<file path="config.mk">
export PLATFORM = sky130hd
export DESIGN_NAME = gbt_request_deframer
export DESIGN_NICKNAME = d
export VERILOG_FILES = /design/src/rtl/gbt_deframer_pkg.sv /design/src/rtl/gbt_request_deframer.sv
export SDC_FILE = /design/constraint.sdc
export NUM_CORES = 1
export LEC_CHECK = 0
export CAP_MARGIN = 20
export CORE_MARGIN = 2
export CORE_UTILIZATION = 56
export DETAILED_ROUTE_END_ITERATION = 10
export GPL_ROUTABILITY_DRIVEN = 0
export PLACE_DENSITY = 0.84
export SYNTH_ARGS = -nofsm -noshare
export SYNTH_HDL_FRONTEND = slang
export SYNTH_SLANG_ARGS = --single-unit
export TNS_END_PERCENT = 1
</file>
<file path="constraint.sdc">
create_clock -name ttc_clk_40_i -period 4.2 [get_ports ttc_clk_40_i]
set_input_delay 0.84 -clock ttc_clk_40_i [delete_from_list [all_inputs] [get_ports ttc_clk_40_i]]
set_output_delay 0.84 -clock ttc_clk_40_i [all_outputs]
set_load 0.01 [all_outputs]
</file>
<file path="src/rtl/gbt_deframer_pkg.sv">
// Shared definitions for the GBT downlink request deframer: frame state
// encoding, elink word field positions and the default trailer code.
package gbt_deframer_pkg;

  // One state per word position of a 7-word request frame, plus HUNT for
  // searching the stream for a trailer code.
  typedef enum logic [2:0] {
    HUNT = 3'd0,
    HDR  = 3'd1,
    A1   = 3'd2,
    A2   = 3'd3,
    D0   = 3'd4,
    D1   = 3'd5,
    D2   = 3'd6,
    TRL  = 3'd7
  } state_t;

  // Fast TTC bits ride in the top nibble of every elink word.
  localparam int TTC_L1A_BIT      = 15;
  localparam int TTC_CALPULSE_BIT = 14;
  localparam int TTC_RESYNC_BIT   = 13;
  localparam int TTC_BC0_BIT      = 12;

  // Payload field (everything below the TTC nibble).
  localparam int PAYLOAD_MSB = 11;
  localparam int PAYLOAD_LSB = 0;

  // Header flags.
  localparam int WR_VALID_BIT = 11;
  localparam int WR_EN_BIT    = 10;

  // Reserved bits that must be zero: header [9:8], first data word [11:8].
  localparam int HDR_RSVD_MSB = 9;
  localparam int HDR_RSVD_LSB = 8;
  localparam int D0_RSVD_MSB  = 11;
  localparam int D0_RSVD_LSB  = 8;

  // Low byte carried by the header (addr[31:24]) and by D0 (data[31:24]).
  localparam int BYTE_MSB = 7;
  localparam int BYTE_LSB = 0;

  // Trailer code marking the end of every frame.
  localparam logic [11:0] DEFAULT_FRAME_END = 12'hABC;

  // Width of the good-frame counter; large enough for LOCK_FRAMES up to 15.
  localparam int GOOD_CNT_WIDTH = 4;

endpackage

</file>
<file path="src/rtl/gbt_request_deframer.sv">
// GBT downlink deframer: decodes the per-word TTC bits and rebuilds 7-word
// request frames (HDR, A1, A2, D0, D1, D2, TRL) into 32-bit address/data
// write requests. Tracks frame sync and counts framing errors.
module gbt_request_deframer
  import gbt_deframer_pkg::*;
#(
  parameter logic [11:0] FRAME_END     = DEFAULT_FRAME_END,
  parameter int          LOCK_FRAMES   = 2,
  parameter int          ERR_CNT_WIDTH = 16
) (
  input  logic                     ttc_clk_40_i,
  input  logic                     reset_i,
  input  logic [15:0]              gbt_rx_data_i,
  output logic                     l1a_o,
  output logic                     calpulse_o,
  output logic                     resync_o,
  output logic                     bc0_o,
  output logic                     req_en_o,
  output logic                     req_wr_o,
  output logic [31:0]              req_addr_o,
  output logic [31:0]              req_data_o,
  output logic                     locked_o,
  output logic [ERR_CNT_WIDTH-1:0] frame_err_cnt_o
);

  localparam logic [GOOD_CNT_WIDTH-1:0] LOCK_CNT = GOOD_CNT_WIDTH'(LOCK_FRAMES);

  // Frame state and sync tracking
  state_t                      r_state;
  state_t                      w_state_next;
  logic [GOOD_CNT_WIDTH-1:0]   r_good_cnt;
  logic                        r_locked;
  logic [ERR_CNT_WIDTH-1:0]    r_err_cnt;

  // Holding registers filled as the frame streams in
  logic                        r_hold_wr_valid;
  logic                        r_hold_wr_en;
  logic [31:0]                 r_hold_addr;
  logic [31:0]                 r_hold_data;

  // Registered outputs
  logic [3:0]                  r_ttc;
  logic                        r_req_en;
  logic                        r_req_wr;
  logic [31:0]                 r_req_addr;
  logic [31:0]                 r_req_data;

  // Decode helpers
  logic [11:0]                 w_payload;
  logic                        w_frame_err;
  logic                        w_frame_good;
  logic                        w_emit;
  logic [GOOD_CNT_WIDTH-1:0]   w_good_cnt_next;
  logic                        w_locked_next;
  logic [ERR_CNT_WIDTH-1:0]    w_err_cnt_next;

  assign w_payload = gbt_rx_data_i[PAYLOAD_MSB:PAYLOAD_LSB];

  // State register: HUNT out of reset, otherwise follow the word sequencer
  always_ff @(posedge ttc_clk_40_i) begin
    if (reset_i) begin
      r_state <= HUNT;
    end else begin
      r_state <= w_state_next;
    end
  end

  // Next-state logic: advance one state per word, drop to HUNT on any framing error
  always_comb begin
    w_state_next = r_state;
    w_frame_err  = 1'b0;
    w_frame_good = 1'b0;
    case (r_state)
      HUNT: begin
        // A trailer code seen while hunting only marks alignment; it is not a frame.
        if (w_payload == FRAME_END) begin
          w_state_next = HDR;
        end
      end
      HDR: begin
        if (gbt_rx_data_i[HDR_RSVD_MSB:HDR_RSVD_LSB] != 2'b00) begin
          w_frame_err  = 1'b1;
          w_state_next = HUNT;
        end else begin
          w_state_next = A1;
        end
      end
      A1: w_state_next = A2;
      A2: w_state_next = D0;
      D0: begin
        if (gbt_rx_data_i[D0_RSVD_MSB:D0_RSVD_LSB] != 4'h0) begin
          w_frame_err  = 1'b1;
          w_state_next = HUNT;
        end else begin
          w_state_next = D1;
        end
      end
      D1: w_state_next = D2;
      D2: w_state_next = TRL;
      TRL: begin
        if (w_payload == FRAME_END) begin
          w_frame_good = 1'b1;
          w_state_next = HDR;
        end else begin
          w_frame_err  = 1'b1;
          w_state_next = HUNT;
        end
      end
      default: w_state_next = HUNT;
    endcase
  end

  // Output/bookkeeping logic: lock counting, error counter saturation, emission decision
  always_comb begin
    w_good_cnt_next = r_good_cnt;
    w_locked_next   = r_locked;
    w_err_cnt_next  = r_err_cnt;
    // Lock is judged on the state before this trailer, so the frame that
    // achieves lock is not itself emitted.
    w_emit          = w_frame_good & r_locked & r_hold_wr_valid;
    if (w_frame_err) begin
      w_good_cnt_next = '0;
      w_locked_next   = 1'b0;
      if (r_err_cnt != {ERR_CNT_WIDTH{1'b1}}) begin
        w_err_cnt_next = r_err_cnt + 1'b1;
      end
    end else if (w_frame_good) begin
      if (r_good_cnt != LOCK_CNT) begin
        w_good_cnt_next = r_good_cnt + 1'b1;
      end
      if (w_good_cnt_next == LOCK_CNT) begin
        w_locked_next = 1'b1;
      end
    end
  end

  // Sync tracking registers: good-frame count, lock flag, saturating error count
  always_ff @(posedge ttc_clk_40_i) begin
    if (reset_i) begin
      r_good_cnt <= '0;
      r_locked   <= 1'b0;
      r_err_cnt  <= '0;
    end else begin
      r_good_cnt <= w_good_cnt_next;
      r_locked   <= w_locked_next;
      r_err_cnt  <= w_err_cnt_next;
    end
  end

  // Field capture: each frame word deposits its slice into the holding registers
  always_ff @(posedge ttc_clk_40_i) begin
    if (reset_i) begin
      r_hold_wr_valid <= 1'b0;
      r_hold_wr_en    <= 1'b0;
      r_hold_addr     <= '0;
      r_hold_data     <= '0;
    end else begin
      case (r_state)
        HDR: begin
          r_hold_wr_valid     <= gbt_rx_data_i[WR_VALID_BIT];
          r_hold_wr_en        <= gbt_rx_data_i[WR_EN_BIT];
          r_hold_addr[31:24]  <= gbt_rx_data_i[BYTE_MSB:BYTE_LSB];
        end
        A1: r_hold_addr[23:12] <= w_payload;
        A2: r_hold_addr[11:0]  <= w_payload;
        D0: r_hold_data[31:24] <= gbt_rx_data_i[BYTE_MSB:BYTE_LSB];
        D1: r_hold_data[23:12] <= w_payload;
        D2: r_hold_data[11:0]  <= w_payload;
        default: ;
      endcase
    end
  end

  // Output registers: TTC bits every word, request fields only on emission
  always_ff @(posedge ttc_clk_40_i) begin
    if (reset_i) begin
      r_ttc      <= 4'h0;
      r_req_en   <= 1'b0;
      r_req_wr   <= 1'b0;
      r_req_addr <= '0;
      r_req_data <= '0;
    end else begin
      r_ttc    <= {gbt_rx_data_i[TTC_L1A_BIT], gbt_rx_data_i[TTC_CALPULSE_BIT],
                   gbt_rx_data_i[TTC_RESYNC_BIT], gbt_rx_data_i[TTC_BC0_BIT]};
      r_req_en <= w_emit;
      if (w_emit) begin
        r_req_wr   <= r_hold_wr_en;
        r_req_addr <= r_hold_addr;
        r_req_data <= r_hold_data;
      end
    end
  end

  assign l1a_o           = r_ttc[3];
  assign calpulse_o      = r_ttc[2];
  assign resync_o        = r_ttc[1];
  assign bc0_o           = r_ttc[0];
  assign req_en_o        = r_req_en;
  assign req_wr_o        = r_req_wr;
  assign req_addr_o      = r_req_addr;
  assign req_data_o      = r_req_data;
  assign locked_o        = r_locked;
  assign frame_err_cnt_o = r_err_cnt;

endmodule
</file>
After elaboration in Yosys (flattened, before gate mapping):

Cells that the tools add are included.

* bits in writable memories: 0
* output and inout bits: 87
* flip-flop bits (word level): 160
* latch bits: 0
* memories: 0
* ROM bits: 0

* multiply operators: 0
* div/mod/pow operators: 0
* bitwise gates (word level): 2
* equality and inequality tests: 12
* shift-type cells: 0
* multiplexer cells: 14
* order comparisons: 0
* reductions and logical operators: 6
* add/subtract/negate cells: 2

Operators with widths (count)
* $pmux 3 s8: 1
* $add 16x1->16 const B: 1
* $ne 16x16->1 const B: 1
* $eq 12x12->1 const B: 1
* $eq 3x3->1 const B: 4
* $mux 4: 3
* $eq 3x2->1 const B: 2
* $mux 1: 6
* $mux 3: 2
* $add 4x1->4 const B: 1
* $eq 4x2->1 const B: 1
* $ne 4x2->1 const B: 1
* $reduce_and 2->1: 2
* $reduce_bool 4->1: 1
* $eq 3x1->1 const B: 1
* $logic_not 3->1: 1
* $pmux 1 s3: 1
* $and 1x1->1: 2
* $mux 2: 1
* $ne 2x2->1 const B: 1
* $reduce_bool 2->1: 1
* $reduce_or 2->1: 1

Longest topological paths before layout:

Gate-level depths: netlist (run 1).

* depth after elaboration: 7
* gate-level depth with buffers: 8
* mapped depth without buffers: 7

Worst setup path after synthesis (run 1):

Ideal clock, no wire load.

* path type: input-to-reg
* start: input port gbt_rx_data_i[1]
* end: register r_req_addr[10] (netlist: req_addr_o[10])
* path buffers: 2
* arrival time: 2.158 ns
* cell stages on the path: 7
* setup slack: 1.909 ns
* library setup time: 0.132 ns
* path through: nand4bb_1 nor4_2 nand3_1 clkbuf_1 clkbuf_1 nand2_1 a21oi_1

* longest elaborated chain between the ends: 5

Ends and longest elaborated chain
* from (decl): line gbt_request_deframer.sv:13 `input logic [15:0] gbt_rx_data_i,`
* $eq 12x12->1: line gbt_request_deframer.sv:101 `if (w_payload == FRAME_END) begin`
* $mux 1: line gbt_request_deframer.sv:101
* $mux 1: line gbt_request_deframer.sv:73 `case (r_state)`
* $and 1x1->1 (2 in series): line gbt_request_deframer.sv:120 `w_emit = w_frame_good & r_locked & r_hold_wr_valid;`
* to (signal assigned): line gbt_request_deframer.sv:188 `r_req_addr <= r_hold_addr;`
* to (decl): line gbt_request_deframer.sv:45 `logic [31:0] r_req_addr;`

Every way passes these cells.
A chain may end at the register's enable or synchronous reset.

Final worst setup path (run 1):

* start: input port gbt_rx_data_i[0]
* end: register r_req_data[6] (netlist: req_data_o[6])

* longest elaborated chain between the ends: 5

Ends and longest elaborated chain
* $eq 12x12->1: line gbt_request_deframer.sv:101
* $mux 1: line gbt_request_deframer.sv:101
* $mux 1: line gbt_request_deframer.sv:73
* $and 1x1->1 (2 in series): line gbt_request_deframer.sv:120
* to (signal assigned): line gbt_request_deframer.sv:189 `r_req_data <= r_hold_data;`
* to (decl): line gbt_request_deframer.sv:46 `logic [31:0] r_req_data;`

Every way passes these cells.

==> results of run 1 <==
[state kept, by name, indices dropped and copies added, names as in the netlist]
signal	count
frame_err_cnt_o	16
locked_o	1
r_good_cnt	4
r_hold_addr	32
r_hold_data	32
r_hold_wr_en	1
r_hold_wr_valid	1
r_state	3
r_ttc	4
req_addr_o	32
req_data_o	32
req_en_o	1
req_wr_o	1
[area by class of cell]
class,count,share of cell area (%)
sequential,160,41.6
multi-input combinational,487,33.5
tap,136,2.21
clock buffer,22,6.14
inverter,6,0.292
clock inverter,9,1.71
timing repair buffer,113,14.5
[cells by family after synthesis]
| group | after synthesis |
|---|---|
| muxes | 50 |
| DFF | 160 |
| AOI/OAI and AO/OA | 124 |
| and+or+nand+nor | 307 |
| xor gates and xnor gates | 3 |
| buffers and inverters | 49 |
| adders and majority gates | 3 |
[power by group through the flow]
| stage | logic, mW | registers [mW] | clock network (mW) |
|---|---|---|---|
| 3_3_place_gp | 0.0730 | 1.55 | 0 |
| 6_report | 0.0761 | 1.52 | 1.55 |
| 3_5_place_dp | 0.0746 | 1.55 | 0 |
| 2_1_floorplan | 0.0276 | 1.55 | 0 |
| 5_1_grt | 0.0805 | 1.52 | 1.64 |
| 4_1_cts | 0.0747 | 1.52 | 1.57 |
[critical path, cell delays in order]
cell	delay, ps
clkdlybuf4s50_1	670
nand4bb_1	340
nor4_2	640
nand3_2	260
buf_4	370
nand2_1	180
a21oi_1	80
[per-layer routing]
layer | up-vias | wire length [um]
met5 | - | 0
met4 | 0 | 324
met3 | 40 | 995
met2 | 225 | 7490
met1 | 2497 | 6270
li1 | 2519 | -
[synthesized netlist by cell type, types with 3 or more instances]
cell type | n | area share [%]
ha_1 | 3 | 0.63
o21ai_0 | 10 | 0.83
buf_4 | 7 | 0.88
and3_1 | 5 | 0.52
nand4_1 | 9 | 0.94
buf_2 | 9 | 0.75
nor2b_1 | 6 | 0.63
and2_1 | 3 | 0.31
nor3_1 | 7 | 0.58
or3_1 | 9 | 0.94
clkbuf_1 | 26 | 1.6
o31ai_1 | 4 | 0.50
nor2_1 | 62 | 3.9
nand3_1 | 9 | 0.75
a21oi_1 | 102 | 8.5
mux2i_1 | 47 | 7.8
nand2_1 | 179 | 11
dfxtp_1 | 160 | 53
inv_1 | 6 | 0.38
or4_1 | 4 | 0.50
[how the worst max path moves through the flow]
stage	start	endpoint	slack, ps
2_1_floorplan	gbt_rx_data_i[1]	req_addr_o[10]	1910
3_3_place_gp	gbt_rx_data_i[0]	req_addr_o[1]	820
3_5_place_dp	gbt_rx_data_i[0]	req_data_o[30]	680
4_1_cts	gbt_rx_data_i[0]	req_data_o[6]	1210
5_1_grt	gbt_rx_data_i[0]	req_data_o[24]	1030
6_report	gbt_rx_data_i[0]	req_data_o[6]	1110
[metrics by stage]
step                util (%)  power, mW
detailed placement      68.4       1.63
global placement        68.4       1.63
CTS                     74.3       3.16
global route            74.3       3.24
floorplan                  -       1.58
finish                  74.3       3.14
==> flow_metrics.tcl, run 1 <==
set metrics [dict create \
    core_area_mm2 0.0104 \
    layout_common_cells "nand2_1, dfxtp_1, clkdlybuf4s50_1" \
    clkTransAtPathRegs_ps 60 \
    slew_headroom_pct 30.2 \
    combPwrFrac_pct 2.4 \
    min-delay-path-class "reg2reg" \
    fmax_mhz 324 \
    drv_cap 0 \
    tightest_slew_ps 1050 \
    detail-route-antenna-nets 0 \
    dieHeight_um 108 \
    dp.final_hpwl_mm 9.47 \
    setup_ws_ps 1110 \
    setup_tns_ps 0 \
    grt_pass1_vias 4991 \
    cts_tree "yes" \
    grt_pass1_wl_mm 24.5 \
    intPower_mw 2.51 \
    numCtsBuffers 17 \
    synth_fa_ha_area_share_pct 0.626 \
    holdBufCountCts 0 \
    cts_root_buffer "clkbuf_8" \
    drt_iter0_markers 435 \
    path_max_fanout 60 \
    synth_seq_cells 160 \
    sw_frac_of_total_pct 20.2 \
    p_leak_nw 2.82 \
    synth_area_mm2 0.00600 \
    setup_viol 0 \
    worst_ir_drop_vdd_v 0.000224 \
    grt.busiest_layer "met2" \
    std_cell_rows 37 \
    synth_fp_nets 717 \
    pre_cts_slack_ps 685 \
    rr_endpoint "frame_err_cnt_o[15]" \
    fp.dieW_um 108 \
    synth_mux_area_share_pct 8.40 \
    finalWirelength_mm 15.1 \
    grtUsageMet2_pct 44.3 \
    synth-warning-count 0 \
    drive_gt1_share_pct 5.90 \
    clkPwrFrac_pct 49.2 \
    nFillCells 744 \
    path_class "in2reg" \
    synth_edf_count 0 \
    holdPathEnd "req_data_o[16]" \
    via_per_inst 5.66 \
    power.density_mw_per_mm2 408 \
    regToRegStartpoint "r_state[1]" \
    worstHoldPathCells 2 \
    run_status "completed" \
    final.period_utilization_pct 73.5 \
    fin_crit_ps 3090 \
    synth_xor_area_share_pct 0.438 \
    final_cells 933 \
    seqPwrFrac_pct 48.4 \
    grt_usage_pct 26.9 \
    syn_to_final_growth_pct 28.3 \
    synth_ff_type "dfxtp_1" \
    min_from "req_data_o[16]" \
    final.setup_skew_ps 7.11 \
    whs_ps 455 \
    start_util_pct 57.9 \
    rrSetupSlack_ps 1450 \
    netSwitchingPower_mw 0.634 \
    postSynthAreaPerCell_um2 8.62 \
    worstSetupStartpointType "primary input" \
    diodes 0 \
    r2r_cells 5 \
    via_count 5281 \
    endpoint_kind "register" \
    wl_per_cell_um 16.2 \
    grt.met1_usage_pct 33.4 \
    final_cell_area_mm2 0.00770 \
    antenna_found_initial 0 \
    synth.lib_cells_used.distinct 40 \
    async_reset_ff_share_pct 0 \
    multiInputGateArea_mm2 0.00258 \
    dr.pass1.iters 6 \
    synth_top_family_by_area "simple AND/OR/NAND/NOR gates" \
    yosys.area_share.simple_pct 22.5 \
    dieArea_mm2 0.0116 \
    grt_overflow_total 0 \
    critPathArrivalTime_ps 3450 \
    ys_seq_area_share_pct 53.4 \
    grtUsageMet3_pct 6.78 \
    cts_sinks 160 \
    syn-instance-count 696 \
    cts_buffer_depth 2 \
    required_ps 4560 \
    io_pins 105 \
    grt_setup_unrepaired "false" \
    hold_viol 0 \
    seq_area_mm2 0.00320 \
    route.detailed.drc 0 \
    cts.htree.levels 4 \
    post-cts-setup-buffers 0 \
    cts_resized 0 \
    dp_cells 902 \
    nNetsFinal 806 \
    maxSlewViolCount 0 \
    io_buffers 104 \
    grt_max_degree 109 \
    final_common_cell "nand2_1" \
    synth_compound_gate_area_share_pct 11.0 \
    dpl-instance-area_mm2 0.00710 \
    clock_latency_ps 530 \
]
Power figures use the tool's default switching activity.
==> run 2: changes to the inputs <==
--- a/config.mk
+++ b/config.mk
@@ -7,10 +7,10 @@
 export LEC_CHECK = 0
 export CAP_MARGIN = 20
 export CORE_MARGIN = 2
-export CORE_UTILIZATION = 56
+export CORE_UTILIZATION = 52
 export DETAILED_ROUTE_END_ITERATION = 10
 export GPL_ROUTABILITY_DRIVEN = 0
-export PLACE_DENSITY = 0.84
+export PLACE_DENSITY = 0.79
 export SYNTH_ARGS = -nofsm -noshare
 export SYNTH_HDL_FRONTEND = slang
 export SYNTH_SLANG_ARGS = --single-unit
==> constraint.sdc (replaced) <==
create_clock -name ttc_clk_40_i -period 3.2 [get_ports ttc_clk_40_i]
set_input_delay 0.64 -clock ttc_clk_40_i [delete_from_list [all_inputs] [get_ports ttc_clk_40_i]]
set_output_delay 0.64 -clock ttc_clk_40_i [all_outputs]
set_load 0.01 [all_outputs]
==> run 2 against run 1 <==
  * First-iteration DRC count is 3.9% lower
  * Cell count is 2.1% higher
  * Clock-buffer cell count increased by 2
  * Power is 28% higher
  * Wire length is 3.4% lower
  * Worst hold slack got worse by 2.2 ps
  * Sequential cell count is the same
  * Core utilization down 5.5 points
  * Critical path depth unchanged
  * Highest routed layer unchanged
==> flow_metrics.tcl, run 2 (synthesis gave the netlist of run 1 again) <==
set metrics [dict create \
    run_status "completed" \
    dp.final_hpwl_mm 9.65 \
    cts_tree "yes" \
    critPathArrivalTime_ps 2840 \
    min-delay-path-class "reg2reg" \
    worst_ir_drop_vdd_v 0.000399 \
    min_from "r_hold_addr[19]" \
    drv_cap 0 \
    holdBufCountCts 0 \
    grtUsageMet3_pct 5.55 \
    path_class "in2reg" \
    rrSetupSlack_ps 720 \
    nNetsFinal 818 \
    required_ps 3550 \
    io_pins 105 \
    cts_root_buffer "clkbuf_16" \
    syn_to_final_growth_pct 29.8 \
    clock_latency_ps 420 \
    clkTransAtPathRegs_ps 60 \
    rr_endpoint "frame_err_cnt_o[7]" \
    cts.htree.levels 4 \
    drive_gt1_share_pct 7.04 \
    grt.met1_usage_pct 29.5 \
    wl_per_cell_um 15.3 \
    antenna_found_initial 0 \
    final.setup_skew_ps 6.63 \
    whs_ps 452 \
    max_stage_delay_ps 680 \
    finalWirelength_mm 14.6 \
    cts_resized 0 \
    std_cell_rows 39 \
    cp_cell_sequence "clkdlybuf4s50_1 > nor4bb_1 > a31oi_1 > o22ai_2 > buf_4 > or4_1 > a21oi_1" \
    tightest_slew_ps 936 \
    p_leak_nw 2.87 \
    critPathLaunch "gbt_rx_data_i[0]" \
    layout_common_cells "nand2_1, dfxtp_1, clkdlybuf4s50_1" \
    dr.pass1.iters 6 \
    maxSlewViolCount 0 \
    r2r_cells 6 \
    dieArea_mm2 0.0124 \
    final_common_cell "nand2_1" \
    worstSetupStartpointType "primary input" \
    cts_buffer_depth 2 \
    power.density_mw_per_mm2 515 \
    grt_overflow_total 0 \
    route.detailed.drc 0 \
    fmax_mhz 401 \
    regToRegStartpoint "r_state[2]" \
    grt_max_degree 116 \
    numCtsBuffers 17 \
    grt_pass1_vias 4901 \
    crit_family "buffers and inverters" \
    worstHoldPathCells 2 \
    grt.busiest_layer "met2" \
    dieHeight_um 111 \
    setup_ws_ps 709 \
    drt_iter0_markers 418 \
    detail-route-antenna-nets 0 \
    start_util_pct 53.0 \
    pre_cts_slack_ps 294 \
    path_max_fanout 21 \
    grt_usage_pct 23.7 \
    grt_pass1_wl_mm 23.8 \
    worst-path-buf-inv 2 \
    via_count 5138 \
    via_per_inst 5.39 \
    setup_tns_ps 0 \
    cts_sinks 160 \
    fin_crit_ps 2490 \
    core_area_mm2 0.0113 \
    post-cts-setup-buffers 0 \
    holdPathEnd "req_addr_o[19]" \
    final.period_utilization_pct 77.8 \
    fp.dieW_um 111 \
    hold_viol 0 \
    diodes 0 \
    endpoint_kind "register" \
    cp_slowest_cell "clkdlybuf4s50_1" \
    slew_headroom_pct 37.1 \
    grtUsageMet2_pct 40.0 \
    grt_setup_unrepaired "false" \
    setup_viol 0 \
    io_buffers 104 \
]
## run 2: changes by cell type in the layout (fill, tap and decap cells not counted)
cell,previous run,this run
bufinv_16,3,1
clkbuf_8,5,3
buf_4,9,19
buf_12,1,2
inv_6,0,1
clkbuf_16,16,17
clkbuf_1,1,4
buf_16,0,1
## run 2: area by class of cell
cell class,count,area [um2]
Sequential cell,160,3200
Multi-Input combinational cell,487,2580
Inverter,6,22.5
Clock buffer,24,482
Fill cell,898,3530
Tap cell,143,179
Clock inverter,8,80.1
Timing Repair Buffer,125,1240
## run 2: layer usage
layer | vias to the layer above | wire, um
met4 | 0 | 290
met3 | 27 | 853
met1 | 2414 | 6200
met2 | 160 | 7230
li1 | 2537 | -
met5 | - | 0
## run 2: how the worst max path moves through the flow
| stage | slack, ps | to | depth (start not counted) |
|---|---|---|---|
| 2_1_floorplan | 1110 | req_addr_o[10] | 7 |
| 3_3_place_gp | 330 | frame_err_cnt_o[9] | 7 |
| 3_5_place_dp | 290 | frame_err_cnt_o[9] | 7 |
| 4_1_cts | 720 | frame_err_cnt_o[7] | 7 |
| 5_1_grt | 590 | frame_err_cnt_o[7] | 6 |
| 6_report | 710 | frame_err_cnt_o[7] | 7 |
## run 2: tightest hold or removal path, stage by stage, from the launching register on
cell and delay, ps:
dfxtp_1 310, nand2_1 50, a21oi_1 50
## run 2: where the power goes
group / switching (mW) / leakage [nW] / total (mW) / internal (mW)
combinational: 0.0664 / 1.31 / 0.109 / 0.0429
clock: 0.778 / 0.267 / 1.91 / 1.13
sequential: 0.000575 / 1.29 / 2.00 / 1.99
## run 2: stage by stage
| stage | power (mW) | utilization [%] | std cells | area [um2] |
|---|---|---|---|---|
| final | 4.01 | 68.8 | 953 | 7790 |
| after global placement | 2.14 | 63.6 | 920 | 7200 |
| after floorplan | 2.08 | - | 696 | 6000 |
| after CTS | 4.04 | 68.6 | 952 | 7760 |
| after global routing | 4.13 | 68.8 | 953 | 7790 |
| after detailed placement | 2.14 | 63.6 | 920 | 7200 |
==> run 3: changes to the inputs <==
==> constraint.sdc (replaced) <==
create_clock -name ttc_clk_40_i -period 2.5 [get_ports ttc_clk_40_i]
set_input_delay 0.5 -clock ttc_clk_40_i [delete_from_list [all_inputs] [get_ports ttc_clk_40_i]]
set_output_delay 0.5 -clock ttc_clk_40_i [all_outputs]
set_load 0.01 [all_outputs]
==> run 3 against run 2 <==
  * Clock power grew 36%
  * Core utilization up 1.7 points
  * Global-route usage grew 0.78 points
  * Sequential share of layout area fell by 1.0 points
  * Sequential cell count unchanged
  * Via count increased by 2.8%
  * Critical path depth shrank 1
  * Power rose by 32%
  * Critical path type unchanged
  * Largest cell class unchanged
==> flow_metrics.tcl, run 3 (synthesis gave the netlist of run 1 again) <==
set metrics [dict create \
    start_util_pct 53.0 \
    drv_cap 0 \
    detail-route-antenna-nets 0 \
    required_ps 2800 \
    cts_sinks 160 \
    cp_slowest_cell "clkdlybuf4s50_1" \
    via_per_inst 5.44 \
    slew_headroom_pct 40.4 \
    grt_overflow_total 0 \
    run_status "completed" \
    cts_tree "yes" \
    crit_family "compound AO/OA/AOI/OAI gates" \
    dp.final_hpwl_mm 9.94 \
    io_buffers 104 \
    numCtsBuffers 17 \
    max_stage_delay_ps 540 \
    worst-path-buf-inv 1 \
    maxSlewViolCount 0 \
    final_cells 971 \
    std_cell_rows 39 \
    wl_per_cell_um 15.7 \
    whs_ps 452 \
    core_area_mm2 0.0113 \
    fin_crit_ps 2360 \
    cts.htree.levels 4 \
    syn_to_final_growth_pct 33.1 \
    nFillCells 891 \
    grt_setup_unrepaired "false" \
    route.detailed.drc 0 \
    nNetsFinal 836 \
    grt_usage_pct 24.5 \
    dieHeight_um 111 \
    via_count 5282 \
    worst_ir_drop_vdd_v 0.000450 \
    dpl-instance-area_mm2 0.00738 \
    final_cell_area_mm2 0.00799 \
    layout_common_cells "nand2_1, dfxtp_1, clkdlybuf4s50_1" \
    clock_latency_ps 420 \
    final_common_cell "nand2_1" \
    grt_pass1_wl_mm 24.5 \
    clkTransAtPathRegs_ps 70 \
    hold_viol 0 \
    diodes 0 \
    antenna_found_initial 0 \
    fp.dieW_um 111 \
    cp_cell_sequence "clkdlybuf4s50_1 > nor4bb_1 > a31oi_1 > o22ai_4 > nor3_1 > mux2_1" \
    setup_viol 0 \
    setup_ws_ps 144 \
    path_max_fanout 11 \
    io_pins 105 \
    post-cts-setup-buffers 0 \
    drt_iter0_markers 295 \
    cts_buffer_depth 2 \
    cts_root_buffer "clkbuf_16" \
    worstSetupStartpointType "primary input" \
    final.setup_skew_ps 9.85 \
    min-delay-path-class "reg2reg" \
    p_leak_nw 2.99 \
    path_class "in2reg" \
    holdBufCountCts 0 \
    dr.pass1.iters 5 \
    endpoint_kind "register" \
    tightest_slew_ps 887 \
    fmax_mhz 424 \
    finalWirelength_mm 15.3 \
    final_core_util_pct 70.6 \
    grt_pass1_vias 5048 \
    power.density_mw_per_mm2 665 \
    final.period_utilization_pct 94.3 \
    dieArea_mm2 0.0124 \
    grt_max_degree 70 \
    pre_cts_slack_ps -223 \
    dp_cells 939 \
    critPathArrivalTime_ps 2650 \
    drive_gt1_share_pct 9.42 \
]
run 3: layout make-up:
type | count | area (um2) | share of cell area (%)
flip-flops and latches | 160 | 3200 | 40.1
clock inverters | 11 | 129 | 1.61
well taps | 143 | 179 | 2.24
clock buffers | 21 | 470 | 5.89
repair buffers | 143 | 1390 | 17.4
multi-input cells | 487 | 2590 | 32.4
inverters | 6 | 22.5 | 0.282
run 3: routing by layer:
metal / vias to the layer above / routed length [um] / track usage [%]
li1: 2590 / - / -
met1: 2472 / 6520 / 31.5
met2: 192 / 7430 / 40.1
met3: 28 / 985 / 5.55
met4: 0 / 333 / 9.88
met5: - / 0 / 0
run 3: worst paths after layout:
kind                          from                  end  slack (ps)  depth (start not counted)
setup / recovery  gbt_rx_data_i[3]  frame_err_cnt_o[15]         140                          6
hold / removal     r_hold_data[30]       req_data_o[30]         450                          2
setup reg to reg        r_state[2]  frame_err_cnt_o[14]         310                          5
hold reg to reg    r_hold_data[30]       req_data_o[30]         450                          2
run 3: per-stage QoR:
| stage | power [mW] | setup TNS, ps |
|---|---|---|
| finish | 5.31 | 0 |
| global route | 5.45 | 0 |
| CTS | 5.32 | 0 |
| detailed placement | 2.76 | -9160 |
| global placement | 2.76 | -1910 |
| floorplan | 2.66 | 0 |
run 3: tightest hold or removal path, cell delays in order (launching register included):
cell,delay [ps]
dfxtp_1,310
nand2_1,60
a21oi_1,50
run 3: repair_timing:
action,CTS,global route
gates resized for setup,0,1
hold endpoints to repair,0,0
endpoints found under the setup margin,0,2
run 3: power breakdown:
group | internal (mW) | leakage, nW | switching, mW
clock network | 1.56 | 0.290 | 1.04
logic | 0.0640 | 1.41 | 0.0933
registers | 2.55 | 1.29 | 0.00104
